`config.mk`:
```
export PLATFORM = sky130hd
export DESIGN_NAME = block_mem
export DESIGN_NICKNAME = d
export VERILOG_FILES = /design/src/rtl/block_mem.sv
export SDC_FILE = /design/constraint.sdc
export NUM_CORES = 1
export LEC_CHECK = 0
export ABC_AREA = 1
export BUFFER_PORTS_ARGS = -buffer_cell sky130_fd_sc_hd__clkbuf_2
export CORE_ASPECT_RATIO = 1.4
export CORE_MARGIN = 2
export CORE_UTILIZATION = 31
export DETAILED_ROUTE_END_ITERATION = 8
export RECOVER_POWER = 25
export SYNTH_ARGS = -nofsm -noshare
export SYNTH_HDL_FRONTEND = slang
export SYNTH_SLANG_ARGS = --single-unit
```
`constraint.sdc`:
```
create_clock -name clk -period 6.9 [get_ports clk]
set_clock_uncertainty 0.15 [all_clocks]
set_input_delay 1.035 -clock clk [delete_from_list [all_inputs] [get_ports clk]]
set_output_delay 1.035 -clock clk [all_outputs]
set_load 0.01 [all_outputs]
```
`src/rtl/block_mem.sv`:
```
// Game of Life generation storage: 4 rows x 16 cells, async dual read, one write port.
// BLOCK_MEM_DEBUG_PRESET_EN enables the debug strobe that loads a fixed seed board.
module block_mem (
    input  logic        clk,
    input  logic        rst,
    input  logic        debug,
    input  logic [1:0]  array_in_vga,
    output logic [15:0] alive_out_vga,
    input  logic        write_enb,
    input  logic [1:0]  array_selector,
    input  logic [15:0] alive_in_selector,
    output logic [15:0] alive_out_selector
);

    logic [15:0] r_mem [4];

`ifdef BLOCK_MEM_DEBUG_PRESET_EN
    localparam logic [15:0] SEED_ROW0 = 16'hC813;
    localparam logic [15:0] SEED_ROW1 = 16'h338C;
    localparam logic [15:0] SEED_ROW2 = 16'h33CC;
    localparam logic [15:0] SEED_ROW3 = 16'h6186;
`else
    // Without the preset the strobe is deliberately left unconnected.
    logic w_unused_debug;
    assign w_unused_debug = debug;
`endif

    always_ff @(posedge clk) begin
        if (rst) begin
            for (int i = 0; i < 4; i++) begin
                r_mem[i] <= 16'h0000;
            end
        end
`ifdef BLOCK_MEM_DEBUG_PRESET_EN
        else if (debug) begin
            r_mem[0] <= SEED_ROW0;
            r_mem[1] <= SEED_ROW1;
            r_mem[2] <= SEED_ROW2;
            r_mem[3] <= SEED_ROW3;
        end
`endif
        else if (write_enb) begin
            r_mem[array_selector] <= alive_in_selector;
        end
    end

    // No write bypass: a row written this cycle shows its old value until the edge.
    assign alive_out_vga      = r_mem[array_in_vga];
    assign alive_out_selector = r_mem[array_selector];

endmodule

```
==> results of run 1 <==
==> path summary, 6_finish.rpt <==
check | to | slack (ns) | cells past startpoint
max | r_mem[0][1] | 2.01 | 4
min | r_mem[3][15] | 0.90 | 3
==> metal layers <==
layer | up-vias | routed length, um | global-route usage
li1 | 1551 | - | -
met1 | 1492 | 3910 | 0.183
met2 | 123 | 5140 | 0.295
met3 | 27 | 631 | 0.0309
met4 | 0 | 308 | 0.0881
met5 | - | 0 | 0
==> logic make-up (layout without fill, tap and decap cells) <==
kind of cell           count (synthesis)  in the layout
and+or+nand+nor                      297            297
AOI/OAI and AO/OA                      1              1
buffers and inverters                112            157
DFF                                   64             64
==> worst max-delay path, delay by kind of cell <==
family | cells | cell delay [ns]
AND/OR/NAND/NOR | 2 | 1.66
buffers and inverters | 2 | 1.87
==> report_power, final <==
part | internal [uW] | switching, uW
Sequential | 459 | 7.00
Combinational | 48.5 | 111
Clock | 242 | 156
==> synthesized netlist by cell type (all sizes together) <==
cell type and instances:
buf 24, edfxtp 64, inv 86, nand3 67, nor3 16, o21ai 1, nor2 49, clkbuf 2
nand2 165
==> area by class of cell <==
class	count	area (sq um)	share of cell area
inverter	86	328	0.0781
timing repair buffer	55	275	0.0656
sequential	64	1920	0.458
clock inverter	1	3.75	0.000895
tap	144	180	0.0429
multi-input combinational	298	1240	0.295
clock buffer	15	248	0.0591
==> through the flow <==
step	power [uW]	util	setup slack (ns)
2_1_floorplan	579	-	3.78
3_3_place_gp	630	0.348	2.70
3_5_place_dp	635	0.348	2.70
4_1_cts	1030	0.371	2.70
5_1_grt	1060	0.368	1.84
6_report	1020	0.368	2.01
==> metrics.md, run 1 <==
| Metric | Value |
|---|---|
| Worst-case vdd ir drop | 146 uV |
| Period utilization | 0.708 |
| CTS resizes | 0 |
| Ant diodes | 0 |
| Critical path peak fanout | 35 |
| Via density | 4.82 |
| Max transition margin | -0.282 |
| Placed Area | 3970 sq um |
| RSZ-0062 raised after global routing | no |
| Reg with most FFs | r_mem |
| Final min period | 4.89 ns |
| Max-slew violation count | 36 |
| Hold_sp | alive_in_selector[15] |
| Synth area leaders | edfxtp_1 53%, nand2_1 17%, nand3_1 8.9% |
| Initial antenna violation count | 0 |
| Synth top area share | 0.527 |
| Post-synthesis compound-gate area fraction | 0.00137 |
| Worst setup startpoint | array_selector[0] |
| Detail Placement HPWL | 5900 um |
| Simple-gate share of the synthesized area | 0.345 |
| Layout area overhead | 15.0% |
| Synth Area in XOR/XNOR | 0 |
| Largest family of logic cells by synthesized area | simple AND/OR/NAND/NOR gates |
| Setup-failing EPs final | 0 |
| Worst hold margin | 0.899 ns |
| Critical path endpoint category | register |
| Critical-path cell list | clkbuf_1, inv_4, nand3_1, nand2_1 |
| Fillers | 1216 |
| H-tree levels | 3 |
| Top flop regs | r_mem: 64 flops |
| Die width | 95.7 um |
| Most frequent cells in the layout | 164 x nand2_1, 83 x inv_1, 67 x nand3_1, 64 x edfxtp_1, 52 x clkbuf_2 |
| Largest net degree at the start of global routing | 36 |
| Vias in the first global route | 3327 |
| Post-synthesis adder-cell area fraction | 0 |
| Max-cap viol count | 1 |
| Syn_area_per_cell | 7.70 sq um |
| Gr usage total | 0.166 |
| Seq/Total Area, Yosys | 0.527 |
| Clock Sink Count | 64 |
| Core Box Area | 11400 sq um |
| Root Driver | clkbuf_16 |
| Post-CTS setup buffer count | 0 |
| I/O pin total | 56 |
| Global-route wire length before repair | 15900 um |
| Fin. Hold Viols | 0 |
| Antenna-violating nets left | 0 |
| Count of input and output buffers | 54 |
| Area leader, netlist | edfxtp_1 |
| Post-synthesis mux area share | 0 |
| Routed wire length | 9990 um |
| Routed wire per std cell | 15.1 um |
| Crit Path Category | in2reg |
| Netlist cell types | 17 |
| CTS tree | yes |
| Global route total overflow | 0 |
| Row count | 46 |
| Clock slew at reported path FFs | 0.05 ns |
| Layout Cells excl Fill | 663 |
| Status | complete, but fails checks |
| GP Congestion | 0.775 |
| Initial Util | 0.320 |
| DR iter-0 viols | 192 |
| Max Root-Sink Buffers | 2 |
| Die ar. | 12700 sq um |
| Post-synthesis net count | 498 |
| Hold Path Class | in2reg |
| Largest register FFs | 64 |
| Post-route setup TNS | 0 ns |
| Crit path DAT | 4.60 ns |
| Max Clock Freq | 0.205 GHz |
| Routed vias | 3193 |
| Syn Inst Count | 474 |
| Failing checks | max-capacitance violations, max-slew violations |
| Max incr delay on CP | 1.35 ns |
| Least-Margin Pin Slew | 1.92 ns |
| Commonest non-fill, non-tap cell in the layout | nand2_1 |
| Pwr Density | 244 nW/um^2 |
| Yosys reg bits | 64 |
| Yosys Warn Count | 0 |
| CP required | 6.61 ns |
| Layout cells sized above 1 | 0.129 |
| Die height | 132 um |
| Crit start category | input port |
| # DRC | 0 |
| Final #Nets | 538 |
| Pleak | 0.00210 uW |
| CTS Hold Bufs | 0 |
| Cell area after synthesis | 3650 sq um |
| Final instance area | 4200 sq um |
| TritonCTS buffer count | 9 |
| First-pass DRT Iterations | 5 |
| Worst path slowest cell | clkbuf_1 |
| Placed cells | 647 |
No activity file was read; power rests on OpenSTA's default activity.
==> run 2, diff against run 1 <==
clock period = 4.8 ns   (was 6.9 ns; I/O delays follow)
==> metrics.md, run 2 (synthesis results as in run 1) <==
| Metric | Value |
|---|---|
| Status | complete, no violations |
| Fin. Hold Viols | 0 |
| Global route total overflow | 0 |
| Die width | 95.7 um |
| Max Root-Sink Buffers | 2 |
| Reg with most FFs | r_mem |
| GP Congestion | 0.802 |
| Largest net degree at the start of global routing | 35 |
| # DRC | 0 |
| Ant diodes | 0 |
| Clock slew at reported path FFs | 0.05 ns |
| Global-route wire length before repair | 16300 um |
| Least-Margin Pin Slew | 1.38 ns |
| Detail Placement HPWL | 5960 um |
| Pleak | 0.00212 uW |
| Initial Util | 0.320 |
| CTS resizes | 0 |
| Initial antenna violation count | 0 |
| Max-slew violation count | 0 |
| Root Driver | clkbuf_16 |
| Top flop regs | r_mem: 64 flops |
| Gr usage total | 0.169 |
| Commonest non-fill, non-tap cell in the layout | nand2_1 |
| Routed wire per std cell | 15.1 um |
| H-tree levels | 3 |
| Final #Nets | 541 |
| Post-CTS setup buffer count | 0 |
| Layout Cells excl Fill | 663 |
| Placed cells | 650 |
| Critical path peak fanout | 19 |
| Post-route setup TNS | 0 ns |
| Critical path endpoint category | register |
| Vias in the first global route | 3418 |
| Max incr delay on CP | 0.98 ns |
| Core Box Area | 11400 sq um |
| TritonCTS buffer count | 9 |
| Worst setup startpoint | array_selector[1] |
| I/O pin total | 56 |
| Row count | 46 |
| CTS Hold Bufs | 0 |
| Crit Path Category | in2reg |
| RSZ-0062 raised after global routing | no |
| Final min period | 3.92 ns |
| Largest register FFs | 64 |
| Max Clock Freq | 0.255 GHz |
| Layout area overhead | 15.3% |
| Die ar. | 12700 sq um |
| Most frequent cells in the layout | 164 x nand2_1, 83 x inv_1, 67 x nand3_1, 64 x edfxtp_1, 52 x clkbuf_2 |
| Count of input and output buffers | 54 |
| Worst-case vdd ir drop | 213 uV |
| Layout cells sized above 1 | 0.137 |
| DR iter-0 viols | 206 |
| Crit path DAT | 3.61 ns |
| First-pass DRT Iterations | 4 |
| Routed vias | 3188 |
| CP required | 4.49 ns |
| Worst path slowest cell | clkbuf_1 |
| Period utilization | 0.816 |
| Critical-path cell list | clkbuf_1, inv_4, nand3_1, nand2_1 |
| Clock Sink Count | 64 |
| Via density | 4.81 |
| Routed wire length | 10000 um |
| Max transition margin | 0.0787 |
| Setup crit end | r_mem[1][9] |
| CTS tree | yes |
| Max-cap viol count | 0 |
| Antenna-violating nets left | 0 |
| Pwr Density | 344 nW/um^2 |
| Setup-failing EPs final | 0 |
| Hold Path Class | in2reg |
| Die height | 132 um |
| Crit start category | input port |
## run 2: changes by cell type in the layout (fill, tap and decap cells not counted), sizes merged
cell,change
clkinv,+2
buf,+3
clkbuf,-5
## run 2: where the power goes
group          switching [uW]  leakage [uW]  internal [uW]  total [uW]
Sequential               10.3      0.000625            661         671
Combinational             160       0.00137           70.9         231
Clock                     211      0.000119            335         546
## run 2: final cells by class
type,count,area [sq um]
multi-input combinational,298,1240
sequential,64,1920
clock inverter,3,12.5
clock buffer,10,229
fill,1200,7190
inverter,86,328
tap,144,180
timing repair buffer,58,298
## run 2: how the worst min path moves through the flow
stage / slack [ns] / endpoint / start / depth (start not counted)
2_1_floorplan: 0.81 / r_mem[0][0] / alive_in_selector[0] / 2
4_1_cts: 0.59 / r_mem[0][11] / alive_in_selector[11] / 3
3_5_place_dp: 0.92 / r_mem[0][11] / alive_in_selector[11] / 3
5_1_grt: 0.61 / r_mem[1][6] / alive_in_selector[6] / 3
6_report: 0.58 / r_mem[3][12] / alive_in_selector[12] / 3
3_3_place_gp: 0.91 / r_mem[3][12] / alive_in_selector[12] / 3
## run 2: metrics by stage
stage / hold WS, ns / setup slack [ns] / util / area, sq um / power (uW)
detailed placement: 0.918 / 1.51 / 0.350 / 3990 / 915
CTS: 0.585 / 1.52 / 0.372 / 4240 / 1460
global route: 0.609 / 0.742 / 0.369 / 4210 / 1510
finish: 0.584 / 0.882 / 0.369 / 4210 / 1450
floorplan: 0.813 / 2.00 / - / 3650 / 832
global placement: 0.909 / 1.53 / 0.350 / 3990 / 908
## run 2: metal layers
metal  routed length [um]  part of all wire  track usage
met2                 5400              0.54        0.303
met5                    0                 0            0
met4                  225             0.022       0.0833
met1                 3740              0.37        0.188
met3                  678             0.068       0.0286
## run 2: worst max-delay path, delay by kind of cell
family | cells | cell delay, ns
buffers and inverters | 2 | 1.29
and+or+nand+nor | 2 | 1.57
==> run 3, diff against run 2 <==
ABC_AREA = 0   (was 1)
clock period = 3.44 ns   (was 4.8 ns; I/O delays follow)
==> metrics.md, run 3 <==
| Metric | Value |
|---|---|
| Yosys reg bits | 64 |
| Synth top area share | 0.599 |
| Hold Path Class | in2reg |
| DR iter-0 viols | 75 |
| Synth Flop Type | edfxtp_1 |
| Post-synth EDFFs | 64 |
| Final setup margin | 0.886 ns |
| CP required | 2.77 ns |
| Crit start category | input port |
| Cell area after synthesis | 3210 sq um |
| Max layer used | met4 |
| CTS resizes | 0 |
| Max-slew violation count | 0 |
| Worst-case vdd ir drop | 249 uV |
| Root Driver | clkbuf_16 |
| Gr usage total | 0.141 |
| Synth area leaders | edfxtp_1 60%, mux4_2 22%, nor2_1 4.4% |
| Ant diodes | 0 |
| CTS tree | yes |
| Max transition margin | 0.347 |
| Top flop regs | r_mem: 64 flops |
| Clock Sink Count | 64 |
| Via density | 4.68 |
| Largest register FFs | 64 |
| Max incr delay on CP | 0.62 ns |
| Status | complete, no violations |
| Final instance area | 3840 sq um |
| Final min period | 2.55 ns |
| Max Clock Freq | 0.391 GHz |
| Most frequent cell on the critical path | clkbuf_2 |
| Initial Util | 0.321 |
| H-tree levels | 3 |
| # DRC | 0 |
| Post-synthesis net count | 226 |
| Global route total overflow | 0 |
| Most frequent cells in the layout | 64 x edfxtp_1, 53 x clkbuf_2, 38 x nor2_1, 32 x mux4_2, 17 x inv_1 |
| Critical path endpoint category | output pin |
| Seq/Total Area, Yosys | 0.599 |
| Initial antenna violation count | 0 |
| Final #Nets | 281 |
| Global-route wire length before repair | 11500 um |
| Least-Margin Pin Slew | 0.979 ns |
| Met2 wire len | 4140 um |
| CTS Hold Bufs | 0 |
| Post-route setup TNS | 0 ns |
| Count of input and output buffers | 54 |
| Antenna-violating nets left | 0 |
| Post-synth top cells | 64 x edfxtp_1, 38 x nor2_1, 32 x mux4_2 |
| Fin. Hold Viols | 0 |
| Crit Path Category | in2out |
| Clock slew at reported path FFs | 0.05 ns |
| Layout area overhead | 19.6% |
| Met3 routed WL | 242 um |
| Reg with most FFs | r_mem |
| Pleak | 0.00147 uW |
| Pwr Total | 1990 uW |
| Syn_area_per_cell | 15.9 sq um |
| Commonest non-fill, non-tap cell in the layout | edfxtp_1 |
| Critical-path cell list | clkbuf_2, mux4_2, clkbuf_2 |
| Vias in the first global route | 2083 |
| Core Box Area | 10000 sq um |
| Crit path DAT | 1.89 ns |
| Die ar. | 11200 sq um |
| Share of flip-flops with an asynchronous set or reset | 0 |
| Die height | 124 um |
| Detail Placement HPWL | 4680 um |
| Row count | 43 |
| Routed wire per std cell | 18.3 um |
| Most numerous cell in the Yosys netlist | edfxtp_1 |
| Worst hold margin | 0.435 ns |
| I/O pin total | 56 |
| M1 WL | 2800 um |
| Syn Inst Count | 202 |
| Critical path peak fanout | 20 |
| Die width | 90.0 um |
| RSZ-0062 raised after global routing | no |
| Yosys Warn Count | 0 |
| Post-place setup slack | 0.839 ns |
| Post-CTS setup buffer count | 0 |
| Period utilization | 0.743 |
| Max Root-Sink Buffers | 2 |
| Pwr Density | 518 nW/um^2 |
| Area leader, netlist | edfxtp_1 |
| Largest net degree at the start of global routing | 21 |
| GP Congestion | 0.739 |
| Setup-failing EPs final | 0 |
| Worst path slowest cell | mux4_2 |
| TritonCTS buffer count | 9 |
| Placed Area | 3590 sq um |
| Netlist cell types | 15 |
| First-pass DRT Iterations | 4 |
| Routed vias | 1857 |
| Routed wire length | 7270 um |
| Layout cells sized above 1 | 0.439 |
| Max-cap viol count | 0 |
run 3: final timing paths:
| kind | cells past startpoint | start | slack (ns) | to |
|---|---|---|---|---|
| worst min-delay path | 3 | alive_in_selector[15] | 0.43 | r_mem[3][15] |
| worst max-delay path | 3 | array_selector[0] | 0.89 | alive_out_selector[6] |
run 3: logic make-up after synthesis:
| group | Yosys count | synth area share |
|---|---|---|
| AND/OR/NAND/NOR | 67 | 0.107 |
| buffers and inverters | 35 | 0.0596 |
| AO/OA/AOI/OAI | 4 | 0.00975 |
| multiplexers | 32 | 0.225 |
| flip-flops | 64 | 0.599 |
run 3: power breakdown:
part / switching (uW) / total (uW) / internal (uW) / leakage (uW)
registers: 25.3 / 950 / 924 / 0.000630
logic: 143 / 271 / 128 / 0.000714
clock network: 296 / 767 / 471 / 0.000127
total: 464 / 1990 / 1520 / 0.00147
run 3: critical path: cells and delay by family:
kind                   cells  cell delay, ns
multiplexers               1            0.62
buffers and inverters      2            0.74
run 3: metal layers:
layer / vias up / GRT usage
met1: 935 / 0.152
met4: 0 / 0.0462
met3: 6 / 0.0327
met5: - / 0
met2: 50 / 0.268
li1: 866 / -
run 3: layout make-up:
class / instances / area (sq um)
Clock buffer: 9 / 225
Timing Repair Buffer: 62 / 322
Inverter: 17 / 63.8
Multi-Input combinational cell: 103 / 1110
Tap cell: 135 / 169
Clock inverter: 7 / 28.8
Sequential cell: 64 / 1920
Fill cell: 970 / 6170
run 3: stage by stage:
| step | utilization | std cells |
|---|---|---|
| after floorplan | - | 202 |
| after global placement | 0.359 | 381 |
| after detailed placement | 0.359 | 381 |
| after CTS | 0.384 | 397 |
| after global routing | 0.383 | 397 |
| final | 0.383 | 397 |
